<file path="config.mk">
export PLATFORM = sky130hd
export DESIGN_NAME = apb_req_arbiter
export DESIGN_NICKNAME = d
export VERILOG_FILES = /design/src/rtl/apb_req_arbiter_pkg.sv /design/src/rtl/apb_req_arbiter_rr.sv /design/src/rtl/apb_req_arbiter.sv
export SDC_FILE = /design/constraint.sdc
export NUM_CORES = 1
export LEC_CHECK = 0
export ABC_CLOCK_PERIOD_IN_PS = 1670
export BUFFER_PORTS_ARGS = -buffer_cell sky130_fd_sc_hd__buf_2
export CAP_MARGIN = 20
export CORE_MARGIN = 2
export CORE_UTILIZATION = 41
export CTS_CLUSTER_DIAMETER = 100
export DETAILED_ROUTE_END_ITERATION = 6
export PLACE_DENSITY_LB_ADDON = 0.12
export SYNTH_ARGS = -nofsm -noshare
export SYNTH_HDL_FRONTEND = slang
export SYNTH_SLANG_ARGS = --single-unit
</file>
<file path="constraint.sdc">
create_clock -name PCLK -period 1.67 [get_ports PCLK]
set_input_delay 0.334 -clock PCLK [delete_from_list [all_inputs] [get_ports PCLK]]
set_output_delay 0.334 -clock PCLK [all_outputs]
set_load 0.1 [all_outputs]
</file>
<file path="src/rtl/apb_req_arbiter_pkg.sv">
// Shared definitions for the two-requester APB command arbiter:
// FSM state encodings, default bus widths and read/write direction constants.
package apb_req_arbiter_pkg;

  localparam int ADDR_W_DEF = 9;
  localparam int DATA_W_DEF = 8;

  localparam logic RW_READ  = 1'b1;
  localparam logic RW_WRITE = 1'b0;

  typedef enum logic [1:0] {
    IDLE  = 2'd0,
    ISSUE = 2'd1,
    WAIT  = 2'd2,
    RESP  = 2'd3
  } arb_state_e;

endpackage

</file>
<file path="src/rtl/apb_req_arbiter_rr.sv">
// Two-input round-robin grant with a last-grant pointer that moves only
// when a grant is actually taken.
module rr_arb2 (
  input  logic       PCLK,
  input  logic       PRESET,
  input  logic [1:0] req,
  input  logic       accept,
  output logic [1:0] gnt
);

  // 1 = requester 1 was granted most recently, so requester 0 wins a tie
  logic last_q;

  always_comb begin
    gnt = 2'b00;
    case (req)
      2'b01:   gnt = 2'b01;
      2'b10:   gnt = 2'b10;
      2'b11:   gnt = last_q ? 2'b01 : 2'b10;
      default: gnt = 2'b00;
    endcase
  end

  always_ff @(posedge PCLK or posedge PRESET) begin
    if (PRESET) begin
      last_q <= 1'b1;
    end else if (accept && (gnt != 2'b00)) begin
      last_q <= gnt[1];
    end
  end

endmodule

</file>
<file path="src/rtl/apb_req_arbiter.sv">
// Shares one APB master between two requesters: round-robin accept, one
// command in flight, single-cycle response routed back to the owner.
module apb_req_arbiter
  import apb_req_arbiter_pkg::*;
#(
  parameter int ADDR_W = ADDR_W_DEF,
  parameter int DATA_W = DATA_W_DEF
) (
  input  logic              PCLK,
  input  logic              PRESET,
  input  logic              req0_valid,
  output logic              req0_ready,
  input  logic              req0_write,
  input  logic [ADDR_W-1:0] req0_addr,
  input  logic [DATA_W-1:0] req0_wdata,
  input  logic              req1_valid,
  output logic              req1_ready,
  input  logic              req1_write,
  input  logic [ADDR_W-1:0] req1_addr,
  input  logic [DATA_W-1:0] req1_wdata,
  output logic              rsp0_valid,
  output logic              rsp1_valid,
  output logic [DATA_W-1:0] rsp_rdata,
  output logic              busy,
  output logic              m_transfer,
  output logic              m_read_write,
  output logic [ADDR_W-1:0] m_write_paddr,
  output logic [ADDR_W-1:0] m_read_paddr,
  output logic [DATA_W-1:0] m_write_data,
  input  logic              m_penable,
  input  logic              m_pready,
  input  logic [DATA_W-1:0] m_read_data
);

  arb_state_e        state_q, state_d;
  logic              idle_ok;
  logic [1:0]        req_vld;
  logic [1:0]        gnt;
  logic              accept;

  logic              owner_q;
  logic              rd_q;
  logic [ADDR_W-1:0] addr_q;
  logic [DATA_W-1:0] wdata_q;

  logic              sel_write;
  logic [ADDR_W-1:0] sel_addr;
  logic [DATA_W-1:0] sel_wdata;

  // Ready is combinational from valid, so it is also held low during reset.
  assign idle_ok = (state_q == IDLE) && !PRESET;
  assign req_vld = {req1_valid, req0_valid} & {2{idle_ok}};

  rr_arb2 u_rr (
    .PCLK   (PCLK),
    .PRESET (PRESET),
    .req    (req_vld),
    .accept (accept),
    .gnt    (gnt)
  );

  assign req0_ready = gnt[0];
  assign req1_ready = gnt[1];
  assign accept     = gnt[0] | gnt[1];

  assign sel_write = gnt[1] ? req1_write : req0_write;
  assign sel_addr  = gnt[1] ? req1_addr  : req0_addr;
  assign sel_wdata = gnt[1] ? req1_wdata : req0_wdata;

  always_ff @(posedge PCLK or posedge PRESET) begin
    if (PRESET) begin
      state_q <= IDLE;
    end else begin
      state_q <= state_d;
    end
  end

  always_comb begin
    state_d = state_q;
    case (state_q)
      IDLE:    if (accept) state_d = ISSUE;
      ISSUE:   state_d = WAIT;
      WAIT:    if (m_penable && m_pready) state_d = RESP;
      RESP:    state_d = IDLE;
      default: state_d = IDLE;
    endcase
  end

  // Command latch: the master sees only these registers from ISSUE to RESP.
  always_ff @(posedge PCLK or posedge PRESET) begin
    if (PRESET) begin
      owner_q <= 1'b0;
      rd_q    <= 1'b0;
      addr_q  <= '0;
      wdata_q <= '0;
    end else if (accept) begin
      owner_q <= gnt[1];
      rd_q    <= sel_write ? RW_WRITE : RW_READ;
      addr_q  <= sel_addr;
      wdata_q <= sel_write ? sel_wdata : '0;
    end
  end

  assign m_transfer    = (state_q == ISSUE);
  assign m_read_write  = rd_q;
  assign m_write_paddr = addr_q;
  assign m_read_paddr  = addr_q;
  assign m_write_data  = wdata_q;

  assign busy       = (state_q != IDLE) || accept;
  assign rsp0_valid = (state_q == RESP) && !owner_q;
  assign rsp1_valid = (state_q == RESP) &&  owner_q;
  assign rsp_rdata  = ((state_q == RESP) && (rd_q == RW_READ)) ? m_read_data : '0;

endmodule

</file>
**After elaboration in Yosys (flattened, before gate mapping)**

Cells that the tools add are included.

- Memory bits (read-only): 0
- Word-level logic and storage cells: 40
- Memories kept: 0
- Latch bits: 0
- Register bits after elaboration: 22
- RAM bits: 0

- $mul: 0
- Equality and inequality tests: 8
- Add/subtract/negate cells: 0
- $lt $le $gt $ge: 0
- Divide/modulo/power cells: 0
- Reduce and logical (&&, ||, !) cells: 13
- Bitwise logic cells: 2
- Multiplexer cells: 11
- Shifts and indexed selects: 0

Operators with widths:

| operator | count |
|---|---|
| 8-bit two-way mux | 3 |
| 9-bit two-way mux | 1 |
| 2-bit == test, second input constant | 4 |
| 2-bit one-hot mux with 4 select lines | 1 |
| 1-bit logical AND | 6 |
| 2-bit two-way mux | 3 |
| 2-bit one-hot mux with 3 select lines | 1 |
| 2-bit by 1-bit == test with 1-bit output, second input constant | 2 |
| 2-bit inequality test, second input constant | 2 |
| 2-bit nonzero test | 2 |
| 2-bit bitwise AND | 1 |
| 1-bit logical NOT | 2 |
| 2-bit logical NOT | 1 |
| 1-bit two-way mux | 2 |
| 2-bit AND reduction | 1 |
| 1-bit logical OR | 1 |
| 1-bit OR | 1 |

**Longest topological paths before layout**

- Word-level depth: 8
- Mapped depth: 7
- Gate-level depth less buffers: 5

**Cells and area by module**

Synthesis repeated with hierarchy kept, for this count alone.

- Cell total of the unflattened synthesis: 120
- Area total of the unflattened synthesis: 1222.4 um2

Modules (own cells, without submodules):

| module | instances | cells an instance | area an instance (um2) |
|---|---|---|---|
| apb_req_arbiter | 1 | 113 | 1162.4 |
| rr_arb2 | 1 | 7 | 60.1 |

**Worst setup path before layout**

OpenSTA, ideal clock, no wires.

- Path kind: flip-flop to output port
- Start point: register state_q[0]
- End point: output port req0_ready
- Arrival time: 2.326 ns
- Buffers on the path: 1
- Setup slack: -0.990 ns
- Cell stages (with the launch flop): 7
- Data required time: 1.336 ns
- Path through: dfrtp_1 inv_1 ha_1 nor2b_2 buf_4 nand2_1 nor2_1

- Longest elaborated chain between the ends: 5
- Elaborated cells between the ends (all ways): 7

Ends and longest elaborated chain:

| what | line | source |
|---|---|---|
| start: declaration | apb_req_arbiter.sv:35 | `arb_state_e state_q, state_d;` |
| start signal: assignment | apb_req_arbiter.sv:74 | `state_q <= state_d;` |
| 2-bit logical NOT * | apb_req_arbiter.sv:51 | `assign idle_ok = (state_q == IDLE) && !PRESET;` |
| 1-bit logical AND * | apb_req_arbiter.sv:51 |  |
| 2-bit bitwise AND * | apb_req_arbiter.sv:52 | `assign req_vld = {req1_valid, req0_valid} & {2{idle_ok}};` |
| 2-bit == test / 2-bit by 1-bit == test with 1-bit output (equally long branches) | apb_req_arbiter_rr.sv:16 | `case (req)` |
| 2-bit one-hot mux with 3 select lines * | apb_req_arbiter_rr.sv:16 |  |
| end: declaration | apb_req_arbiter.sv:12 | `output logic req0_ready,` |

Mark *: on every way between the ends. The rest lies on a longest branch, timed or not.

**Worst setup path in the final report**

- Start point: register state_q[1]
- End point: output port req0_ready

The elaborated chain is that of the path after synthesis.

==> impl_results.md <==
* Status: finished, violations left
* Failing checks: setup timing
* Clock Path Buffers at 2
* Final nets at 283
* Max-slew headroom at 67.6%
* Crit path max fanout at 3
* CP max stage delay at 420 ps
* Tightest Pin Transition at 490 ps
* Crit path max-delay cell type: dfrtp_1
* Clock latency on the worst-skew pair at 300 ps
* ANT nets after route at 0
* Yosys top cell area share at 40.1%
* Filler cell count at 241
* Die H at 60.5 microns
* Chip Width at 60.5 microns
* Hold Path Class: primary input to asynchronous set/reset pin
* # port buffers at 90
* CTS Sinks at 22
* Setup crit start kind: flip-flop
* Vias per inst at 4.97
* Worst-path cell chain: inv_2, ha_4, nor2b_4, nand2_2, nor2_4, buf_12
* Syn. warnings at 0
* Vias at 1,348
* Worst EP required at 1340 ps
* Largest net degree at the start of global routing at 13
* Cell Rows at 20
* CTS clk-pin slew, worst paths at 130 ps
* WS Path Type: flip-flop to output pin
* Worst-case clock skew at 6.37 ps
* RSZ-0062 raised after global routing: yes
* Dominant synthesized flop cell: dfrtp_1
* Num CTS Buffers at 3
* Wire per inst at 13.4 microns
* Number of global-route vias before repair at 1,309
* Synth Net Count at 185
* Root Buffer: clkbuf_4
* Final WL at 3.64 mm
* Fmax at 553 MHz
* Final setup fails at 13
* Detailed-router iteration count before antenna repair at 4
* Core outline area at 0.00305 sq mm
* FF+latch count, synth at 22
* P&R area growth vs syn at 69.6%
* Final period util at 108%
* Final Util at 72.8%
* WP data arrival at 1480 ps
* Initial core utilization at 42.9%
* Largest cells by area after synthesis: dfrtp_1 40%, buf_4 6.9%, a221o_1 6.1%
* Final WS setup at -140 ps
* Die ar. at 0.00366 sq mm
* TritonCTS clock tree: done
* # IOs at 91
* DRT iter0 DRCs at 39
* EDFF count, synth at 0
* Count of final max-slew check failures at 0
* Share of cells above drive strength 1 at 67.0%
* Synth cell types at 33
* Mapped cell area at 0.00131 sq mm
* Gr ovfl total at 0
* Initial antenna violation count at 0
* Ys async rst share at 100%
* DRC Markers at 0
* H-tree depth at 1
* Post-Synthesis Cells at 130
* Yosys top cell by area: dfrtp_1
* Max-cap violation count at 0
* Min Tclk post-route at 1810 ps
* Gpl congestion at 0.704
* First-pass GRT wire length at 5.91 mm
* Most frequent cells in the layout: 76 x buf_2, 19 x nand2_1, 17 x buf_4
* Commonest non-fill, non-tap cell in the layout: buf_2
* Synth Area per Inst at 10.1 sq um
* Critical Path Sink Type: output pin
* Pre-CTS setup slack at -29.3 ps
* Gr usage total at 21.1%
* Final hold vios at 0
* Register area share after synthesis at 42.1%
* # diodes at 0
* Post-DP HPWL at 2.85 mm
-- path summary, 6_finish.rpt --
path	start	to	slack, ps	cells after the start
min in group PCLK	req0_wdata[4]	m_write_data[4]	250	2
worst min-delay path	PRESET	m_read_paddr[2]	30	2
worst max register to register	state_q[1]	m_write_data[6]	-10	7
max in group asynchronous	PRESET	m_read_write	1120	3
worst min register to register	m_write_data[3]	m_write_data[3]	530	1
worst max-delay path	state_q[1]	req0_ready	-140	6
-- Yosys cell counts, drive strengths merged (2+ instances only) --
cell type,n
nand2,22
and3,8
mux2,2
dfrtp,21
a221o,8
inv,3
nor2b,3
ha,5
a21oi,9
and2,3
and4,8
buf,16
nor2,2
a31oi,9
-- critical path, delay by kind of cell, from the launching register on --
kind	cells	cell delay, ps
AND/OR/NAND/NOR	3	360
flip-flops	1	420
adder cells (fa/ha/maj)	1	130
buffers and inverters	2	270
-- layout make-up --
| class | instances | area [sq um] | share of cell area (%) |
|---|---|---|---|
| multi-input cells | 89 | 744 | 33.5 |
| clock buffers | 4 | 36.3 | 1.63 |
| repair buffers | 109 | 811 | 36.5 |
| flip-flops and latches | 22 | 564 | 25.4 |
| inverters | 3 | 11.3 | 0.507 |
| well taps | 44 | 55.1 | 2.48 |
-- logic make-up after synthesis --
family	count (synthesis)	share of synthesized area, %
AOI/OAI and AO/OA	33	18.5
adders and majority gates	5	4.78
buffers and inverters	19	10.1
DFF	22	42.1
muxes	3	2.77
and+or+nand+nor	48	21.7
-- stage by stage --
| step | setup TNS, ps | std cells | instance area (sq um) | hold WS (ps) |
|---|---|---|---|---|
| after CTS | -1130 | 268 | 2170 | 35.0 |
| after floorplan | -243 | 130 | 1350 | 322 |
| final | -868 | 271 | 2220 | 32.2 |
| after global routing | -1860 | 271 | 2220 | 47.0 |
| after global placement | 0 | 260 | 2030 | 370 |
| after detailed placement | -38.5 | 260 | 2030 | 368 |
-- flip-flops by register name, summed over array words and instances (netlist names) --
signal and count:
m_read_paddr 9, m_write_data 8, state_q 2, m_read_write 1, owner_q 1, u_rr.last_q 1
-- repair_timing --
action                                  in CTS  in global routing
gates resized for setup                     20                  6
hold buffers                                 0                  0
setup buffers                                4                  6
endpoints found under the setup margin      30                 32
pin swaps                                    1                  6
endpoints found under the hold margin        0                  0
-- per-layer routing --
layer | global-route usage [%] | vias up | wire (microns)
met5 | 0 | - | 0
met3 | 3.41 | 2 | 242
li1 | - | 658 | -
met2 | 39.0 | 54 | 1950
met1 | 26.0 | 634 | 1440
met4 | 4.66 | 0 | 9
Power is not shown: default switching activity piles up to over one toggle a cycle in this logic, so the estimate is an artifact.
